File: config.mk
export PLATFORM = sky130hd
export DESIGN_NAME = conv_layer_seq
export DESIGN_NICKNAME = d
export VERILOG_FILES = /design/src/rtl/conv_layer_seq.sv
export SDC_FILE = /design/constraint.sdc
export NUM_CORES = 1
export LEC_CHECK = 0
export BUFFER_PORTS_ARGS = -buffer_cell sky130_fd_sc_hd__buf_4
export CORE_MARGIN = 2
export CORE_UTILIZATION = 25
export DETAILED_ROUTE_END_ITERATION = 10
export RECOVER_POWER = 25
export SETUP_SLACK_MARGIN = 0.02
export SYNTH_ARGS = -nofsm -noshare
export SYNTH_HDL_FRONTEND = slang
export SYNTH_SLANG_ARGS = --single-unit
File: constraint.sdc
create_clock -name clk -period 3.45 [get_ports clk]
set_input_delay 1.035 -clock clk [delete_from_list [all_inputs] [get_ports clk]]
set_output_delay 1.035 -clock clk [all_outputs]
set_load 0.1 [all_outputs]
File: src/rtl/conv_layer_seq.sv
`timescale 1ns/1ps
`default_nettype none
// conv_layer_seq: walks every (channel, pixel) of one conv layer through the MAC engine,
// stores each result into layer memory, then runs pooling and reports completion.
module conv_layer_seq #(
  parameter int OC           = 7,
  parameter int CHANNEL_SIZE = 783,
  parameter int ADDR_LEN     = 9
) (
  input  logic                clk,
  input  logic                rst,
  input  logic                start,
  input  logic                abort,
  output logic                busy,
  output logic                done,
  output logic                mac_req,
  output logic [3:0]          mac_ch,
  output logic [ADDR_LEN:0]   mac_addr,
  input  logic                mac_valid,
  input  logic signed [7:0]   mac_value,
  output logic                store,
  output logic [3:0]          out_c,
  output logic [ADDR_LEN:0]   w_addr,
  output logic signed [7:0]   value,
  output logic                cout_done,
  output logic                pool,
  input  logic                pool_done
);

  localparam logic [3:0]        LAST_CH   = OC[3:0];
  localparam logic [ADDR_LEN:0] LAST_ADDR = CHANNEL_SIZE[ADDR_LEN:0];

  typedef enum logic [2:0] {
    S_IDLE   = 3'd0,
    S_ISSUE  = 3'd1,
    S_WAIT   = 3'd2,
    S_STORE  = 3'd3,
    S_POOL   = 3'd4,
    S_FINISH = 3'd5
  } state_t;

  state_t                  state_q, state_d;
  logic [3:0]              ch_q, ch_d;
  logic [ADDR_LEN:0]       addr_q, addr_d;
  logic signed [7:0]       value_q, value_d;

  always_ff @(posedge clk or negedge rst) begin
    if (!rst) begin
      state_q <= S_IDLE;
      ch_q    <= '0;
      addr_q  <= '0;
      value_q <= '0;
    end else begin
      state_q <= state_d;
      ch_q    <= ch_d;
      addr_q  <= addr_d;
      value_q <= value_d;
    end
  end

  always_comb begin
    state_d = state_q;
    ch_d    = ch_q;
    addr_d  = addr_q;
    value_d = value_q;
    if (abort) begin
      state_d = S_IDLE;
      ch_d    = '0;
      addr_d  = '0;
    end else begin
      case (state_q)
        S_IDLE: begin
          if (start) begin
            ch_d    = '0;
            addr_d  = '0;
            state_d = S_ISSUE;
          end
        end
        S_ISSUE: state_d = S_WAIT;
        S_WAIT: begin
          if (mac_valid) begin
            value_d = mac_value;
            state_d = S_STORE;
          end
        end
        S_STORE: begin
          // Channel wrap: last pixel either advances the channel or ends the conv pass
          if (addr_q == LAST_ADDR) begin
            addr_d = '0;
            if (ch_q == LAST_CH) begin
              state_d = S_POOL;
            end else begin
              ch_d    = ch_q + 4'd1;
              state_d = S_ISSUE;
            end
          end else begin
            addr_d  = addr_q + 1'b1;
            state_d = S_ISSUE;
          end
        end
        S_POOL: begin
          if (pool_done) state_d = S_FINISH;
        end
        S_FINISH: state_d = S_IDLE;
        default:  state_d = S_IDLE;
      endcase
    end
  end

  // Strobes are pure state decodes, so they are one-hot by construction
  assign busy      = (state_q != S_IDLE);
  assign mac_req   = (state_q == S_ISSUE);
  assign store     = (state_q == S_STORE);
  assign cout_done = (state_q == S_STORE) && (addr_q == LAST_ADDR);
  assign pool      = (state_q == S_POOL);
  assign done      = (state_q == S_FINISH);
  assign mac_ch    = ch_q;
  assign out_c     = ch_q;
  assign mac_addr  = addr_q;
  assign w_addr    = addr_q;
  assign value     = value_q;

endmodule
`default_nettype wire

* Word level (Yosys, flattened, before mapping)
Index checks and enable logic that the tools add are counted.
** Word-level totals
- Register bits after elaboration :: 25
- Latch bits :: 0
- Memory bits (writable) :: 0
- Memory bits (read-only) :: 0
- Bits of input ports :: 14
- Output and inout bits :: 42
- Word-level logic and storage cells :: 43
- Memories kept :: 0
** Cells by class
- Add/subtract/negate cells :: 2
- Multiply operators :: 0
- Divide/modulo/power cells :: 0
- Magnitude comparators :: 0
- Equal/unequal tests :: 12
- Shift operators :: 0
- Multiplexer cells :: 16
- Bitwise gates (word level) :: 1
- Reduce and logical (&&, ||, !) cells :: 8
** Operators by type and width (count)
- two-way mux 10 bit :: 3
- case mux 10 bit (2 select lines) :: 1
- two-way mux 3 bit :: 6
- two-way mux 4 bit :: 4
- case mux 3 bit (5 select lines) :: 1
- adder 10 x 1 -> 10 bit (second input constant) :: 1
- == test 10 bit (second input constant) :: 1
- inequality test 3 bit (second input constant) :: 3
- case mux 4 bit (2 select lines) :: 1
- == test 3 x 2 -> 1 bit (second input constant) :: 2
- == test 3 bit (second input constant) :: 2
- inequality test 3 x 2 -> 1 bit (second input constant) :: 2
- AND reduction 3 bit :: 2
- nonzero test 3 bit :: 2
- adder 4 x 1 -> 4 bit (second input constant) :: 1
- == test 4 x 3 -> 1 bit (second input constant) :: 1
- AND reduction 4 bit :: 1
- == test 3 x 1 -> 1 bit (second input constant) :: 1
- zero test 3 bit :: 1
- AND reduction 2 bit :: 1
- logical AND 1 bit :: 1
- NOT 1 bit :: 1

* Depth between registers and ports, before layout
Gate-level depths: netlist of run 1.
- Depth in word-level cells :: 5
- Gate-level depth with buffers :: 6
- Depth with buffers taken out :: 5

* Worst setup path before layout of run 1
No wires, ideal clock.
- Path kind :: reg-to-output
- From :: register state_q[0]
- To :: output port pool
- Arrival time :: 2863 ps
- Data required time :: 2415 ps
- Path slack :: -448 ps
- Stages on the path, launching flop included :: 3
- Path buffers :: 1
- Path through :: dfrtp_1 buf_2 nor3b_1
** Between the ends
- Longest elaborated chain between the ends :: 1
** Ends and longest elaborated chain
- start, declared :: line 42 : state_t state_q, state_d;
- start signal, assigned :: line 54 : state_q <= state_d;
- == test 3 bit :: line 115 : assign pool = (state_q == S_POOL);
- end, declared :: line 26 : output logic pool,
No other way between the ends.

* Final worst setup path of run 1
- From :: register addr_q[0], in the netlist mac_addr[0]
- To :: output port cout_done
** Between the ends
- Longest elaborated chain between the ends :: 2
** Ends and longest elaborated chain
- start, declared :: line 44 : logic [ADDR_LEN:0] addr_q, addr_d;
- start signal, assigned :: line 56 : addr_q <= addr_d;
- == test 10 bit :: line 114 : assign cout_done = (state_q == S_STORE) && (addr_q == LAST_ADDR);
- logical AND 1 bit :: line 114
- end, declared :: line 25 : output logic cout_done,
No other way between the ends.

==> reports/summary.json, run 1 <==
{
  "syn_avg_cell_area": {"value": 10.3, "unit": "sq um"},
  "ys.warnings.count": {"value": 0},
  "setup_repair_after_global_routing_missed_its_margin": {"value": "false"},
  "r2r_start": {"value": "mac_addr[0]"},
  "row_count": {"value": 28},
  "io_pins": {"value": 56},
  "clock_power_share": {"value": 14.8, "unit": "%"},
  "grt_pass1_vias": {"value": 1059},
  "post-layout-total-power": {"value": 1.21, "unit": "mW"},
  "combinational_power_share": {"value": 53.1, "unit": "%"},
  "power_frac_seq": {"value": 32.1, "unit": "%"},
  "number_of_buffers_and_inverters_on_the_critical_path": {"value": 1},
  "first_pass_iters": {"value": 4},
  "fin_area": {"value": 0.00191, "unit": "sq mm"},
  "r2r.worst_path.cells": {"value": 5},
  "drc": {"value": 0},
  "synthFlopType": {"value": "sky130_fd_sc_hd__dfrtp_1"},
  "areaGrowthSynthToFinish": {"value": 26.6, "unit": "%"},
  "critical_path.reg2reg.endpoint": {"value": "mac_addr[7]"},
  "power-per-cell-area": {"value": 632, "unit": "mW/mm^2"},
  "cts-root-to-sink-buffers": {"value": 2},
  "whs_endpoint": {"value": "value[3]"},
  "grt_max_degree": {"value": 26},
  "synth_simple_gate_area_share": {"value": 21.0, "unit": "%"},
  "grt_pass1_wl": {"value": 5210, "unit": "microns"},
  "p_leak": {"value": 0.900, "unit": "nW"},
  "chipWidth": {"value": 81.7, "unit": "microns"},
  "power_report.internal_total": {"value": 0.569, "unit": "mW"},
  "layout.core_utilization": {"value": 32.5, "unit": "%"},
  "clock-root-buffer": {"value": "sky130_fd_sc_hd__clkbuf_8"},
  "remaining_global_route_overflow": {"value": 0},
  "whs_path_depth": {"value": 1},
  "critical_path_required": {"value": 2410, "unit": "ps"},
  "critPathKind": {"value": "reg -> out"},
  "power_switching_share": {"value": 52.9, "unit": "%"},
  "worstSkewPairLatency": {"value": 270, "unit": "ps"},
  "synthAdderAreaFrac": {"value": 1.66, "unit": "%"},
  "synth_edf_count": {"value": 0},
  "synth.ff_latch_count": {"value": 25},
  "critPathArrivalTime": {"value": 1950, "unit": "ps"},
  "whs": {"value": 512, "unit": "ps"},
  "die-height": {"value": 81.7, "unit": "microns"},
  "launching_element_type_of_the_critical_path": {"value": "flop"},
  "io_buffer_count": {"value": 55},
  "vdd_drop_max": {"value": 0.000571, "unit": "V"},
  "detail_route.vias_per_cell": {"value": 4.75},
  "max-slew-margin-rel": {"value": 9.73, "unit": "%"},
  "synth_cell_types": {"value": 47},
  "initial_core_util": {"value": 25.7, "unit": "%"},
  "maximum_level_of_the_cts_h_tree": {"value": 1},
  "crit_path_end_kind": {"value": "output pin"},
  "cts_buffers": {"value": 3},
  "numClockSinks": {"value": 25},
  "cap_viol_max_count": {"value": 0},
  "switchingPower": {"value": 0.639, "unit": "mW"},
  "drt_iter0_markers": {"value": 45},
  "finalMaxSlewViolations": {"value": 0},
  "routedWlPerCell": {"value": 13.4, "unit": "microns"},
  "layout_common_cells": {"value": "sky130_fd_sc_hd__buf_4, sky130_fd_sc_hd__dfrtp_1, sky130_fd_sc_hd__nor2_1, sky130_fd_sc_hd__mux2_2, sky130_fd_sc_hd__nand2_1"},
  "worstMarginPinSlew": {"value": 1350, "unit": "ps"},
  "synth_mux_area_share": {"value": 7.37, "unit": "%"},
  "synth-xor-area-share": {"value": 1.16, "unit": "%"},
  "run_status": {"value": "completed"},
  "multiInputGateArea": {"value": 734, "unit": "sq um"},
  "fin_ws": {"value": 463, "unit": "ps"},
  "gpl.final_weighted_congestion": {"value": 0.753},
  "synth-async-reset-ratio": {"value": 100, "unit": "%"},
  "vias": {"value": 1221},
  "final-instance-count-excl-fill": {"value": 257},
  "die_area": {"value": 0.00668, "unit": "sq mm"},
  "antennaDiodeCount": {"value": 0},
  "preCtsSetupSlack": {"value": 752, "unit": "ps"},
  "worst_hold_launch": {"value": "value[3]"},
  "number_of_antenna_violations_at_the_first_check_in_global_routing": {"value": 0},
  "max_freq": {"value": 0.335, "unit": "GHz"},
  "finClkSkew": {"value": 6.16, "unit": "ps"},
  "synth_area": {"value": 0.00151, "unit": "sq mm"},
  "reg2reg_setup_slack": {"value": 1550, "unit": "ps"},
  "min-delay-path-class": {"value": "reg -> reg"},
  "layout.area.seq": {"value": 628, "unit": "sq um"},
  "hpwl": {"value": 2590, "unit": "microns"},
  "timing.final.hold_violations": {"value": 0},
  "critical-path-max-stage-delay": {"value": 460, "unit": "ps"},
  "nNetsFinal": {"value": 199},
  "timing.final.setup_violations": {"value": 0},
  "wirelength": {"value": 3450, "unit": "microns"},
  "ctsResizeCount": {"value": 0},
  "postPlaceCellArea": {"value": 0.00187, "unit": "sq mm"},
  "layout_worst_path_cycle_share": {"value": 86.6, "unit": "%"},
  "critPathSlowestCell": {"value": "sky130_fd_sc_hd__dfrtp_2"},
  "layout-drive-gt1-share": {"value": 44.5, "unit": "%"},
  "synth_sequential_area_ratio": {"value": 41.4, "unit": "%"},
  "post-route-min-period": {"value": 2990, "unit": "ps"},
  "postCtsSetupBuffers": {"value": 0},
  "synth_compound_gate_area_share": {"value": 16.7, "unit": "%"},
  "timing.critical_path.max_delay_family": {"value": "simple AND/OR/NAND/NOR gates"},
  "drt.antenna.violating_nets": {"value": 0},
  "fillCellCount": {"value": 608},
  "syn-instance-count": {"value": 146},
  "combinational_family_with_the_most_area_after_synthesis": {"value": "simple AND/OR/NAND/NOR gates"},
  "core-area": {"value": 0.00589, "unit": "sq mm"},
  "global_router_s_overall_resource_usage": {"value": 10.3, "unit": "%"},
  "cts_hold_buffers": {"value": 0},
  "crit_path_max_fanout": {"value": 7},
  "synthesis.nets": {"value": 162},
  "timing.setup.tns": {"value": 0, "unit": "ps"},
  "cts_tree": {"value": "built"},
  "post-place-cells": {"value": 253},
  "crit_path_cell_trace": {"value": "ha_1 > and3_2 > and4_2 > and2_2 > buf_4"},
  "layout_commonest_cell": {"value": "sky130_fd_sc_hd__buf_4"},
  "clkTransAtPathRegs": {"value": 90, "unit": "ps"}
}
registers in the layout, indices dropped and copies added (netlist names):
register and count:
mac_addr 10, value 8, mac_ch 4, state_q 3
layer usage:
layer	part of all wire [%]	routed length (microns)	GRT usage, %
met2	45	1560	16.3
met1	47	1610	13.3
met5	0	0	0
met3	6.8	236	2.20
met4	1.4	49	4.50
layout make-up:
type	count	area share [%]
clock buffer	3	2.16
clock inverter	1	0.262
multi-input combinational	98	38.4
sequential	25	32.9
tap	75	4.91
timing repair buffer	55	21.4
synth_stat cells, types with 5 or more instances:
cell	count	area share (%)
sky130_fd_sc_hd__o21ai_0	6	2.0
sky130_fd_sc_hd__mux2_2	9	6.7
sky130_fd_sc_hd__buf_4	14	7.0
sky130_fd_sc_hd__buf_2	6	2.0
sky130_fd_sc_hd__dfrtp_1	25	41
sky130_fd_sc_hd__nor2_1	12	3.0
sky130_fd_sc_hd__a31oi_1	8	3.3
sky130_fd_sc_hd__a21oi_1	5	1.7
sky130_fd_sc_hd__nand2_1	9	2.2
sky130_fd_sc_hd__nand3_1	5	1.7
worst reg2reg max path, delay by kind of cell, from the launching register on:
kind	cells	cell delay [ps]
fa+ha+maj	1	250
simple gates	1	270
flops	1	460
compound gates	3	840
kinds of logic (layout without fill, tap and decap cells):
| logic type | count (synthesis) | in the layout |
|---|---|---|
| buf+inv | 23 | 59 |
| mux | 10 | 10 |
| xor+xnor | 2 | 2 |
| fa+ha+maj | 2 | 2 |
| flops | 25 | 25 |
| compound gates | 35 | 35 |
| simple gates | 49 | 49 |
worst max path at each step:
| stage | end | from | slack [ps] | cells after the start |
|---|---|---|---|---|
| global route | cout_done | mac_addr[4] | 370 | 4 |
| floorplan | cout_done | state_q[1] | 230 | 4 |
| CTS | cout_done | mac_addr[0] | 440 | 5 |
| detailed placement | cout_done | mac_addr[0] | 750 | 5 |
| global placement | cout_done | mac_addr[0] | 780 | 5 |
| finish | cout_done | mac_addr[0] | 460 | 5 |
power groups by stage:
stage	Combinational, mW	Clock, mW	Sequential [mW]
global placement	0.645	0	0.391
CTS	0.646	0.187	0.388
global route	0.663	0.197	0.397
floorplan	0.171	0	0.741
finish	0.641	0.179	0.388
detailed placement	0.646	0	0.394
No activity file was read; power rests on OpenSTA's default activity.
==> run 2, diff against run 1 <==
--- a/config.mk
+++ b/config.mk
@@ -7,2 +7,3 @@
 export LEC_CHECK = 0
+export ABC_AREA = 1
 export BUFFER_PORTS_ARGS = -buffer_cell sky130_fd_sc_hd__buf_4
==> constraint.sdc (replaced) <==
create_clock -name clk -period 3.45 [get_ports clk]
set_input_delay 0.345 -clock clk [delete_from_list [all_inputs] [get_ports clk]]
set_output_delay 0.345 -clock clk [all_outputs]
set_load 0.1 [all_outputs]
==> reports/summary.json, run 2 <==
{
  "r2r.worst_path.cells": {"value": 7, "change": "+2"},
  "number_of_antenna_violations_at_the_first_check_in_global_routing": {"value": 0, "change": "unchanged"},
  "numClockSinks": {"value": 25, "change": "unchanged"},
  "grt_pass1_vias": {"value": 1169, "change": "+10%"},
  "synth_cell_types": {"value": 26, "change": "-45%"},
  "ys.warnings.count": {"value": 0, "change": "unchanged"},
  "yosys-top-cells-area": {"value": "sky130_fd_sc_hd__dfrtp_1, sky130_fd_sc_hd__nand2_1, sky130_fd_sc_hd__mux2_4, sky130_fd_sc_hd__buf_4, sky130_fd_sc_hd__inv_1"},
  "met2_wirelength": {"value": 1600, "unit": "microns", "change": "+2.8%"},
  "maximum_level_of_the_cts_h_tree": {"value": 1, "change": "unchanged"},
  "synth.ff_latch_count": {"value": 25, "change": "unchanged"},
  "run_status": {"value": "completed"},
  "crit_path_max_fanout": {"value": 6, "change": "-1"},
  "antennaDiodeCount": {"value": 0, "change": "unchanged"},
  "cts_buffers": {"value": 3, "change": "unchanged"},
  "fin_area": {"value": 0.00198, "unit": "sq mm", "change": "+3.4%"},
  "synth_sequential_area_ratio": {"value": 41.1, "unit": "%", "change": "-0.37 points"},
  "die-height": {"value": 82.1, "unit": "microns", "change": "+0.43%"},
  "layout.core_utilization": {"value": 33.4, "unit": "%", "change": "+0.91 points"},
  "timing.final.setup_violations": {"value": 0, "change": "unchanged"},
  "max_freq": {"value": 0.476, "unit": "GHz", "change": "+42%"},
  "grt_max_degree": {"value": 26, "change": "unchanged"},
  "first_pass_iters": {"value": 4, "change": "unchanged"},
  "crit_path_end_kind": {"value": "output pin"},
  "synth_area": {"value": 0.00152, "unit": "sq mm", "change": "+0.91%"},
  "post-place-cells": {"value": 295, "change": "+17%"},
  "layout_commonest_cell": {"value": "sky130_fd_sc_hd__buf_4"},
  "syn_avg_cell_area": {"value": 8.51, "unit": "sq um", "change": "-18%"},
  "syn-instance-count": {"value": 179, "change": "+23%"},
  "synth_top_area_cell": {"value": "sky130_fd_sc_hd__dfrtp_1"},
  "max-slew-margin-rel": {"value": 2.90, "unit": "%", "change": "-6.8 points"},
  "largest_register_ffs": {"value": 10, "change": "unchanged"},
  "core-area": {"value": 0.00592, "unit": "sq mm", "change": "+0.60%"},
  "synth_edf_count": {"value": 0, "change": "unchanged"},
  "power-per-cell-area": {"value": 653, "unit": "mW/mm^2", "change": "+3.3%"},
  "io_pins": {"value": 56, "change": "unchanged"},
  "cap_viol_max_count": {"value": 0, "change": "unchanged"},
  "critPathArrivalTime": {"value": 1760, "unit": "ps", "change": "-190 ps"},
  "initial_core_util": {"value": 25.7, "unit": "%", "change": "+0.081 points"},
  "p_leak": {"value": 1.03, "unit": "nW", "change": "+14%"},
  "layout-drive-gt1-share": {"value": 36.9, "unit": "%", "change": "-7.6 points"},
  "setup_repair_after_global_routing_missed_its_margin": {"value": "false"},
  "worstMarginPinSlew": {"value": 1460, "unit": "ps", "change": "+102 ps"},
  "synth-async-reset-ratio": {"value": 100, "unit": "%", "change": "unchanged"},
  "fillCellCount": {"value": 630, "change": "+3.6%"},
  "min-delay-path-class": {"value": "in -> reg"},
  "worstSkewPairLatency": {"value": 270, "unit": "ps", "change": "about the same"},
  "clock-root-buffer": {"value": "sky130_fd_sc_hd__clkbuf_8"},
  "whs": {"value": 286, "unit": "ps", "change": "-227 ps"},
  "drt_iter0_markers": {"value": 93, "change": "+110%"},
  "detail_route.vias_per_cell": {"value": 4.40, "change": "-7.4%"},
  "yosysTopAreaCellShare": {"value": 41.1, "unit": "%", "change": "-0.37 points"},
  "routed-wl-met3": {"value": 162, "unit": "microns", "change": "-31%"},
  "grt_pass1_wl": {"value": 5780, "unit": "microns", "change": "+11%"},
  "cts_tree": {"value": "built"},
  "row_count": {"value": 28, "change": "unchanged"},
  "finClkSkew": {"value": 3.21, "unit": "ps", "change": "-2.95 ps"},
  "postPlaceCellArea": {"value": 0.00193, "unit": "sq mm", "change": "+3.0%"},
  "gpl.final_weighted_congestion": {"value": 0.842, "change": "+12%"},
  "routedWlPerCell": {"value": 11.9, "unit": "microns", "change": "-11%"},
  "areaGrowthSynthToFinish": {"value": 29.7, "unit": "%"},
  "final-instance-count-excl-fill": {"value": 300, "change": "+17%"},
  "cts-root-to-sink-buffers": {"value": 2, "change": "unchanged"},
  "synthesis.nets": {"value": 195, "change": "+20%"},
  "clkTransAtPathRegs": {"value": 90, "unit": "ps", "change": "about the same"},
  "chipWidth": {"value": 82.1, "unit": "microns", "change": "+0.43%"},
  "drc": {"value": 0, "change": "unchanged"},
  "critPathKind": {"value": "reg -> out"},
  "ctsResizeCount": {"value": 0, "change": "unchanged"},
  "reg2reg_setup_slack": {"value": 1920, "unit": "ps", "change": "+370 ps"},
  "critical_path_required": {"value": 3110, "unit": "ps", "change": "+700 ps"},
  "synthMostInstantiatedCell": {"value": "sky130_fd_sc_hd__nand2_1"},
  "wirelength": {"value": 3570, "unit": "microns", "change": "+3.4%"},
  "layout_common_cells": {"value": "sky130_fd_sc_hd__buf_4, sky130_fd_sc_hd__nand2_1, sky130_fd_sc_hd__dfrtp_1, sky130_fd_sc_hd__inv_1, sky130_fd_sc_hd__nor2_1"},
  "launching_element_type_of_the_critical_path": {"value": "flop"},
  "whs_path_depth": {"value": 2, "change": "+1"},
  "timing.final.hold_violations": {"value": 0, "change": "unchanged"},
  "synthFlopType": {"value": "sky130_fd_sc_hd__dfrtp_1"},
  "post-route-min-period": {"value": 2100, "unit": "ps", "change": "-884 ps"},
  "finalMaxSlewViolations": {"value": 0, "change": "unchanged"},
  "io_buffer_count": {"value": 55, "change": "unchanged"},
  "synth_commonest_cells": {"value": "sky130_fd_sc_hd__nand2_1, sky130_fd_sc_hd__dfrtp_1, sky130_fd_sc_hd__inv_1, sky130_fd_sc_hd__nor2_1, sky130_fd_sc_hd__buf_4"},
  "dr.max_layer_used": {"value": "met4"},
  "timing.setup.tns": {"value": 0, "unit": "ps", "change": "unchanged"},
  "hpwl": {"value": 2730, "unit": "microns", "change": "+5.4%"},
  "m1WireLength": {"value": 1790, "unit": "microns", "change": "+11%"},
  "nNetsFinal": {"value": 242, "change": "+22%"},
  "remaining_global_route_overflow": {"value": 0, "change": "unchanged"},
  "die_area": {"value": 0.00674, "unit": "sq mm", "change": "+0.87%"},
  "global_router_s_overall_resource_usage": {"value": 11.0, "unit": "%", "change": "+0.76 points"},
  "vdd_drop_max": {"value": 0.000456, "unit": "V", "change": "-20%"},
  "vias": {"value": 1320, "change": "+8.1%"},
  "layout_worst_path_cycle_share": {"value": 60.9, "unit": "%", "change": "-26 points"},
  "drt.antenna.violating_nets": {"value": 0, "change": "unchanged"}
}
run 2: timing repair:
item	4_1_cts	5_1_grt
setup buffers	0	0
hold endpoints to repair	25	0
hold buffers	1	0
run 2: report_power, final:
group | internal [mW] | leakage [nW] | switching, mW | total [mW]
clock | 0.0826 | 0.0228 | 0.0969 | 0.179
combinational | 0.166 | 0.670 | 0.559 | 0.724
sequential | 0.346 | 0.334 | 0.0408 | 0.387
total | 0.595 | 1.03 | 0.696 | 1.29
run 2: path summary, 6_finish.rpt:
| path | startpoint | to |
|---|---|---|
| max | mac_addr[0] | cout_done |
| min | abort | state_q[2] |
| max reg2reg | mac_addr[0] | mac_addr[8] |
| min reg2reg | value[2] | value[2] |
| max in group asynchronous | rst | mac_addr[2] |
| min in group asynchronous | rst | mac_addr[3] |
run 2: critical path, cell delays in order (launching register included):
cell and delay (ps):
sky130_fd_sc_hd__dfrtp_1 440, sky130_fd_sc_hd__ha_1 190, sky130_fd_sc_hd__nand2_1 80, sky130_fd_sc_hd__nor2_2 130, sky130_fd_sc_hd__nand4_2 160, sky130_fd_sc_hd__nor2_1 170, sky130_fd_sc_hd__buf_4 310
run 2: routing by layer:
layer  vias to the layer above  global-route usage [%]
met3                         2                    1.87
met1                       619                    16.4
li1                        666                       -
met5                         -                       0
met2                        33                    16.5
met4                         0                    2.50
run 2: cells by family (layout without fill, tap and decap cells):
kind of cell               after synthesis  in the layout  synth area share [%]
muxes                                    8              8                  7.88
adders and majority gates                2              2                  1.64
xor gates and xnor gates                 2              2                  1.15
AOI/OAI and AO/OA                       17             17                  6.24
buffers and inverters                   38             84                  12.8
DFF                                     25             25                  41.1
and+or+nand+nor                         87             87                  29.2
run 2: per-stage QoR:
step	setup WS [ps]	total power, mW
2_1_floorplan	170	0.979
3_3_place_gp	1670	1.12
3_5_place_dp	1650	1.12
4_1_cts	1340	1.31
5_1_grt	1200	1.35
6_report	1350	1.29
run 2: cell type report:
cell class | count | area (sq um) | share of cell area (%)
inverters | 24 | 90.1 | 4.56
well taps | 75 | 93.8 | 4.75
clock buffers | 4 | 45.0 | 2.28
multi-input cells | 116 | 703 | 35.6
repair buffers | 56 | 419 | 21.2
flip-flops and latches | 25 | 626 | 31.6
